`src/rtl/seg_scan_driver_if.sv`:
```
// rtl/seg_scan_driver_if.sv - display data/control bundle between counter logic and the digit scanner
interface seg_scan_driver_if #(
    parameter int NUM_DIGITS = 6
);
    logic [4*NUM_DIGITS-1:0] in_data;
    logic [NUM_DIGITS-1:0]   dp_in;
    logic                    en;
    logic                    lz_blank;
    logic [7:0]              seg_data;
    logic [NUM_DIGITS-1:0]   seg_position;
    logic                    frame_start;
`ifdef SEG_BLINK_EN
    logic [NUM_DIGITS-1:0]   blink_mask;

    modport master (
        output in_data, dp_in, en, lz_blank, blink_mask,
        input  seg_data, seg_position, frame_start
    );
    modport slave (
        input  in_data, dp_in, en, lz_blank, blink_mask,
        output seg_data, seg_position, frame_start
    );
`else
    modport master (
        output in_data, dp_in, en, lz_blank,
        input  seg_data, seg_position, frame_start
    );
    modport slave (
        input  in_data, dp_in, en, lz_blank,
        output seg_data, seg_position, frame_start
    );
`endif
endinterface

```
`src/rtl/seg_scan_driver.sv`:
```
// rtl/seg_scan_driver.sv - multiplexed 7-segment scanner with per-frame input snapshot
// Blinking of masked digits is compiled in when SEG_BLINK_EN is defined.
module seg_scan_driver #(
    parameter int NUM_DIGITS   = 6,
    parameter int SCAN_DIV     = 8000
`ifdef SEG_BLINK_EN
    ,
    parameter int BLINK_FRAMES = 64
`endif
) (
    input  logic             clk,
    input  logic             rst,
    seg_scan_driver_if.slave disp
);
    localparam int CNT_W = $clog2(SCAN_DIV);
    localparam int IDX_W = (NUM_DIGITS > 1) ? $clog2(NUM_DIGITS) : 1;
    localparam logic [CNT_W-1:0] CNT_LAST = CNT_W'(SCAN_DIV - 1);
    localparam logic [IDX_W-1:0] IDX_LAST = IDX_W'(NUM_DIGITS - 1);

    logic [CNT_W-1:0]        cnt_q, cnt_d;
    logic [IDX_W-1:0]        idx_q, idx_d;
    logic [4*NUM_DIGITS-1:0] shd_data_q, shd_data_d;
    logic [NUM_DIGITS-1:0]   shd_dp_q, shd_dp_d;
    logic [7:0]              seg_q, seg_d;
    logic [NUM_DIGITS-1:0]   pos_q, pos_d;
    logic                    fs_q, fs_d;

    logic                    tick;
    logic                    frame_tick;
    logic [IDX_W-1:0]        nxt;
    logic [4*NUM_DIGITS-1:0] src_data;
    logic [NUM_DIGITS-1:0]   src_dp;
    logic [NUM_DIGITS-1:0]   lead_zero;
    logic                    lz_run;
    logic [3:0]              digit;
    logic                    blank;

`ifdef SEG_BLINK_EN
    localparam int FC_W = $clog2(BLINK_FRAMES + 1);
    localparam logic [FC_W-1:0] FC_LAST = FC_W'(BLINK_FRAMES);

    logic [NUM_DIGITS-1:0] shd_blink_q, shd_blink_d;
    logic [NUM_DIGITS-1:0] src_blink;
    logic [FC_W-1:0]       fcnt_q, fcnt_d;
    logic                  phase_q, phase_d;
    logic                  phase_eff;
`endif

    function automatic logic [6:0] seg_code(input logic [3:0] v);
        case (v)
            4'd0:    seg_code = 7'b1111110;
            4'd1:    seg_code = 7'b0110000;
            4'd2:    seg_code = 7'b1101101;
            4'd3:    seg_code = 7'b1111001;
            4'd4:    seg_code = 7'b0110011;
            4'd5:    seg_code = 7'b1011011;
            4'd6:    seg_code = 7'b0011111;
            4'd7:    seg_code = 7'b1110000;
            4'd8:    seg_code = 7'b1111111;
            4'd9:    seg_code = 7'b1110011;
            default: seg_code = 7'b0000000;
        endcase
    endfunction

    always_comb begin
        cnt_d      = cnt_q;
        idx_d      = idx_q;
        shd_data_d = shd_data_q;
        shd_dp_d   = shd_dp_q;
        seg_d      = seg_q;
        pos_d      = pos_q;
        fs_d       = 1'b0;
        lead_zero  = '0;
        lz_run     = 1'b1;

        tick       = disp.en && (cnt_q == CNT_LAST);
        nxt        = (idx_q == IDX_LAST) ? '0 : idx_q + IDX_W'(1);
        frame_tick = tick && (nxt == '0);

        // Digit 0 of a new frame renders straight from the inputs being captured.
        src_data = frame_tick ? disp.in_data : shd_data_q;
        src_dp   = frame_tick ? disp.dp_in   : shd_dp_q;

        for (int k = NUM_DIGITS - 1; k >= 0; k--) begin
            lz_run       = lz_run & (src_data[4*k +: 4] == 4'd0);
            lead_zero[k] = lz_run;
        end

        digit = src_data[{nxt, 2'b00} +: 4];
        blank = disp.lz_blank && (nxt != '0) && lead_zero[nxt];

`ifdef SEG_BLINK_EN
        shd_blink_d = shd_blink_q;
        fcnt_d      = fcnt_q;
        phase_d     = phase_q;
        phase_eff   = phase_q;
        src_blink   = frame_tick ? disp.blink_mask : shd_blink_q;
        if (frame_tick) begin
            shd_blink_d = disp.blink_mask;
            if (fcnt_q == FC_LAST) begin
                phase_eff = ~phase_q;
                fcnt_d    = FC_W'(1);
            end else begin
                fcnt_d = fcnt_q + FC_W'(1);
            end
            phase_d = phase_eff;
        end
        blank = blank || (phase_eff && src_blink[nxt]);
`endif

        if (!disp.en) begin
            cnt_d = '0;
            idx_d = IDX_LAST;
            seg_d = '0;
            pos_d = '1;
        end else begin
            cnt_d = tick ? '0 : cnt_q + CNT_W'(1);
            if (tick) begin
                idx_d = nxt;
                if (frame_tick) begin
                    shd_data_d = disp.in_data;
                    shd_dp_d   = disp.dp_in;
                    fs_d       = 1'b1;
                end
                seg_d = blank ? 8'h00 : {seg_code(digit), src_dp[nxt]};
                pos_d = ~(NUM_DIGITS'(1) << nxt);
            end
        end
    end

    // idx resets to the last position so the first tick wraps onto digit 0.
    always_ff @(posedge clk or posedge rst) begin
        if (rst) begin
            cnt_q      <= '0;
            idx_q      <= IDX_LAST;
            shd_data_q <= '0;
            shd_dp_q   <= '0;
            seg_q      <= '0;
            pos_q      <= '1;
            fs_q       <= 1'b0;
        end else begin
            cnt_q      <= cnt_d;
            idx_q      <= idx_d;
            shd_data_q <= shd_data_d;
            shd_dp_q   <= shd_dp_d;
            seg_q      <= seg_d;
            pos_q      <= pos_d;
            fs_q       <= fs_d;
        end
    end

`ifdef SEG_BLINK_EN
    always_ff @(posedge clk or posedge rst) begin
        if (rst) begin
            shd_blink_q <= '0;
            fcnt_q      <= '0;
            phase_q     <= 1'b0;
        end else begin
            shd_blink_q <= shd_blink_d;
            fcnt_q      <= fcnt_d;
            phase_q     <= phase_d;
        end
    end
`endif

    assign disp.seg_data     = seg_q;
    assign disp.seg_position = pos_q;
    assign disp.frame_start  = fs_q;
endmodule

```
`src/flat_wrapper.sv`:
```
// flat-port wrapper written by rule: the top's interface ports become plain ports
module seg_scan_driver_flat 
#(
    parameter int NUM_DIGITS   = 6,
    parameter int SCAN_DIV     = 8000

)
  (clk, rst, disp_in_data, disp_dp_in, disp_en, disp_lz_blank, disp_seg_data, disp_seg_position, disp_frame_start);
  seg_scan_driver_if #(.NUM_DIGITS(NUM_DIGITS)) disp_i ();
  input  logic clk;
  input  logic rst;
  input wire logic [$bits(disp_i.in_data)-1:0] disp_in_data;
  input wire logic [$bits(disp_i.dp_in)-1:0] disp_dp_in;
  input wire logic [$bits(disp_i.en)-1:0] disp_en;
  input wire logic [$bits(disp_i.lz_blank)-1:0] disp_lz_blank;
  output wire logic [$bits(disp_i.seg_data)-1:0] disp_seg_data;
  output wire logic [$bits(disp_i.seg_position)-1:0] disp_seg_position;
  output wire logic [$bits(disp_i.frame_start)-1:0] disp_frame_start;
  assign disp_i.in_data = disp_in_data;
  assign disp_i.dp_in = disp_dp_in;
  assign disp_i.en = disp_en;
  assign disp_i.lz_blank = disp_lz_blank;
  assign disp_seg_data = disp_i.seg_data;
  assign disp_seg_position = disp_i.seg_position;
  assign disp_frame_start = disp_i.frame_start;
  seg_scan_driver #(.NUM_DIGITS(NUM_DIGITS), .SCAN_DIV(SCAN_DIV)) u_core (.clk(clk), .rst(rst), .disp(disp_i));
endmodule
```
`config.mk`:
```
export PLATFORM = sky130hd
export DESIGN_NAME = seg_scan_driver_flat
export DESIGN_NICKNAME = d
export VERILOG_FILES = /design/src/rtl/seg_scan_driver_if.sv /design/src/rtl/seg_scan_driver.sv /design/src/flat_wrapper.sv
export SDC_FILE = /design/constraint.sdc
export NUM_CORES = 1
export LEC_CHECK = 0
export CAP_MARGIN = 20
export CORE_MARGIN = 2
export CORE_UTILIZATION = 30
export CTS_CLUSTER_SIZE = 14
export DETAILED_ROUTE_END_ITERATION = 10
export GPL_TIMING_DRIVEN = 1
export PLACE_DENSITY = 0.53
export SLEW_MARGIN = 20
export SYNTH_ARGS = -nofsm -noshare
export SYNTH_HDL_FRONTEND = slang
export SYNTH_SLANG_ARGS = --single-unit
export TNS_END_PERCENT = 100
```
`constraint.sdc`:
```
create_clock -name clk -period 3.5 [get_ports clk]
set_clock_uncertainty 0.1 [all_clocks]
set_input_delay 0.525 -clock clk [delete_from_list [all_inputs] [get_ports clk]]
set_output_delay 0.525 -clock clk [all_outputs]
set_load 0.01 [all_outputs]
```
==> results.py <==
metrics = {
    "outcome": {
        "outcome": "completed",
    },
    "power": {
        "ir_drop_mv": 0.146,
        "power.total_mw": 1.41,
        "p_leak_nw": 1.87,
        "p_per_area_nw_per_um2": 340,
    },
    "final_layout": {
        "area_delta_synth_final_pct": 27.7,
        "drive_gt1_frac": 0.151,
        "regArea_sq_um": 1540,
        "multiInputGateArea_sq_um": 1590,
        "antenna_cells": 0,
        "stdcell_count": 553,
        "fillers": 1067,
        "fin_nets": 451,
        "final_util": 0.398,
    },
    "logic_synthesis": {
        "synth_ff_type": "dfrtp_1",
        "avgSynthCellArea_sq_um": 9.16,
        "ys_ff_latch": 61,
        "synth_fp_nets": 393,
        "async_reset_ff_frac": 1.00,
        "synth_edf_count": 0,
        "netlist_instances": 354,
        "ys_seq_area_frac": 0.474,
        "synth_area_sq_um": 3240,
        "synth_cell_types": 62,
        "ys_warn_count": 0,
    },
    "drt": {
        "post_drt_wl_per_cell_um": 15.4,
        "ant_nets": 0,
        "via_per_inst": 4.90,
        "finalWirelength_mm": 8.52,
        "drt_iter0_markers": 106,
        "dr_total_vias": 2709,
        "drt_first_pass_iters": 4,
        "drc_errors": 0,
    },
    "clocking": {
        "cts_max_level": 3,
        "cts.repair.resized": 0,
        "clk-insertion-delay-late_ps": 340,
        "ctsHoldBuffers": 0,
        "cts.clk_slew.worst_paths_ps": 70,
        "postCtsSetupRepairBufs": 0,
        "clockBufferDepth": 2,
        "cts_tree": "yes",
        "cts_buffers": 9,
        "cts-root-buf": "clkbuf_8",
        "cts_sinks": 61,
    },
    "die": {
        "dieHeight_um": 108,
        "start_util": 0.311,
        "rows": 37,
        "die_area_sq_um": 11700,
        "die_w_um": 108,
        "ios": 49,
        "coreArea_sq_um": 10400,
    },
    "timing": {
        "grt_setup_unrepaired": "no",
        "hold_viol_final": 0,
        "fin_ws_ps": 220,
        "finalMaxSlewViolations": 0,
        "period_minus_slack_ps": 3280,
        "fin_crit_sh": 0.937,
        "relSlewSlack": 0.521,
        "clock.fmax_mhz": 305,
        "finalSetupViolCount": 0,
        "worst_pin_slew_ps": 717,
    },
    "placement": {
        "io_buffers": 48,
        "gp_congestion": 0.867,
        "dp.cells": 537,
        "hpwl_mm": 6.41,
        "place_ws_ps": -46.7,
    },
    "min_path": {
        "hold_depth": 2,
        "holdCritStartpoint": "u_core.shd_dp_q[4]",
        "hold_path.class": "flop to flop",
        "hold_path_end": "u_core.shd_dp_q[4]",
    },
    "global_routing": {
        "antenna_found_initial": 0,
        "grt_overflow_total": 0,
        "grt_pass1_wl_mm": 14.4,
        "first_global_vias": 2815,
        "grt_max_degree": 23,
        "track_usage": 0.160,
    },
    "setup_path": {
        "path_cells": "or3b_4 -> or4_4 -> mux2_4 -> mux2_4 -> a211oi_4 -> inv_1 -> ha_1 -> mux2_1 -> o21bai_1",
        "slowest_stage": "or4_4",
        "cp-start-kind": "flop",
        "path_class": "flop to flop",
        "path_max_fanout": 5,
        "cp_slowest_stage_delay_ps": 580,
        "critPathTopFamily": "simple AND/OR/NAND/NOR gates",
        "reg2reg_to": "u_core.disp.seg_data[7]",
        "rrSetupSlack_ps": 220,
        "reg2regPathDepth": 9,
        "end_kind": "flop",
        "cp_common_cell": "mux2_4",
        "crit_buf_inv": 1,
        "crit_required_ps": 3670,
        "cp.arrival_ps": 3450,
        "reg2reg_from": "u_core.cnt_q[6]",
    },
    "job": {
        "drv_cap": 0,
    },
}
==> cells by family after synthesis <==
group           share of synthesized area
compound gates                      0.147
xor+xnor                           0.0324
fa+ha+maj                          0.0193
buf+inv                            0.0386
flops                               0.474
mux                                0.0455
simple gates                        0.244
==> stage by stage <==
stage	hold slack [ps]	cell area (sq um)	TNS, ps
after global placement	359	3950	0
after detailed placement	361	3950	-92.6
after CTS	379	4140	0
after global routing	406	4140	0
final	375	4140	0
after floorplan	334	3240	0
==> layout by cell type (no fill, tap or decap), drive strengths merged, types with 4 or more instances in the layout <==
| cell type | synthesis | layout |
|---|---|---|
| nand3 | 14 | 14 |
| inv | 11 | 11 |
| o21ai | 14 | 14 |
| clkbuf | 14 | 11 |
| nor4 | 12 | 12 |
| xnor2 | 7 | 7 |
| ha | 5 | 5 |
| mux2 | 8 | 8 |
| nand4 | 4 | 4 |
| clkinv | 0 | 4 |
| dfrtp | 53 | 53 |
| xor2 | 5 | 5 |
| a21oi | 11 | 11 |
| nand2 | 104 | 104 |
| nor2 | 23 | 23 |
| clkdlybuf4s50 | 0 | 48 |
| o211ai | 7 | 7 |
| buf | 5 | 18 |
| dfstp | 8 | 8 |
==> synthesized netlist by cell type, drive strengths merged (7+ instances only) <==
library cell  count  area (sq um)
nand2           104           393
dfrtp            53          1330
nor2             23          86.3
clkbuf           14          52.6
nand3            14          75.1
o21ai            14          70.1
nor4             12          81.3
a21oi            11          55.1
inv              11          41.3
dfstp             8           210
mux2              8           105
o211ai            7          66.3
xnor2             7          61.3
==> worst max path at each step <==
| stage | from | endpoint | slack, ps | cells after the start |
|---|---|---|---|---|
| after floorplan | u_core.idx_q[2] | u_core.disp.seg_data[2] | 250 | 11 |
| after global placement | disp_en | u_core.disp.seg_data[2] | 20 | 10 |
| after detailed placement | disp_en | u_core.disp.seg_data[2] | -50 | 10 |
| after CTS | u_core.cnt_q[7] | u_core.disp.seg_data[7] | 220 | 9 |
| after global routing | u_core.cnt_q[7] | u_core.disp.seg_data[7] | 70 | 9 |
| final | u_core.cnt_q[6] | u_core.disp.seg_data[7] | 220 | 9 |
==> where the power goes <==
part	leakage [nW]	switching (mW)	total [mW]	internal, mW
Sequential	0.817	0.00332	0.711	0.708
Combinational	0.947	0.0348	0.0751	0.0403
Clock	0.103	0.281	0.624	0.343
Total	1.87	0.319	1.41	1.09
==> metal layers <==
layer / up-vias / GRT usage / share of wire
li1: 1343 / - / -
met4: 0 / 0.0742 / 0.026
met2: 62 / 0.244 / 0.45
met5: - / 0 / 0
met3: 18 / 0.0350 / 0.039
met1: 1286 / 0.216 / 0.48
==> final cells by class <==
| type | instances | share of cell area |
|---|---|---|
| well taps | 136 | 0.0411 |
| multi-input cells | 263 | 0.383 |
| flip-flops and latches | 61 | 0.371 |
| repair buffers | 66 | 0.149 |
| clock inverters | 5 | 0.0121 |
| inverters | 11 | 0.00997 |
| clock buffers | 11 | 0.0341 |
==> flip-flops by register name (all words and copies together) (netlist names) <==
signal / cells
u_core.shd_dp_q: 6
u_core.shd_data_q: 24
u_core.disp.seg_data: 8
u_core.idx_q: 3
u_core.cnt_q: 13
u_core.disp.seg_position: 6
u_core.disp.frame_start: 1
==> worst min-delay path: stages, from the launching register on <==
cell,delay (ps)
dfrtp_1,320
nand2_1,40
nand2_1,70
Note: power is estimated with default switching activity, not from simulation.
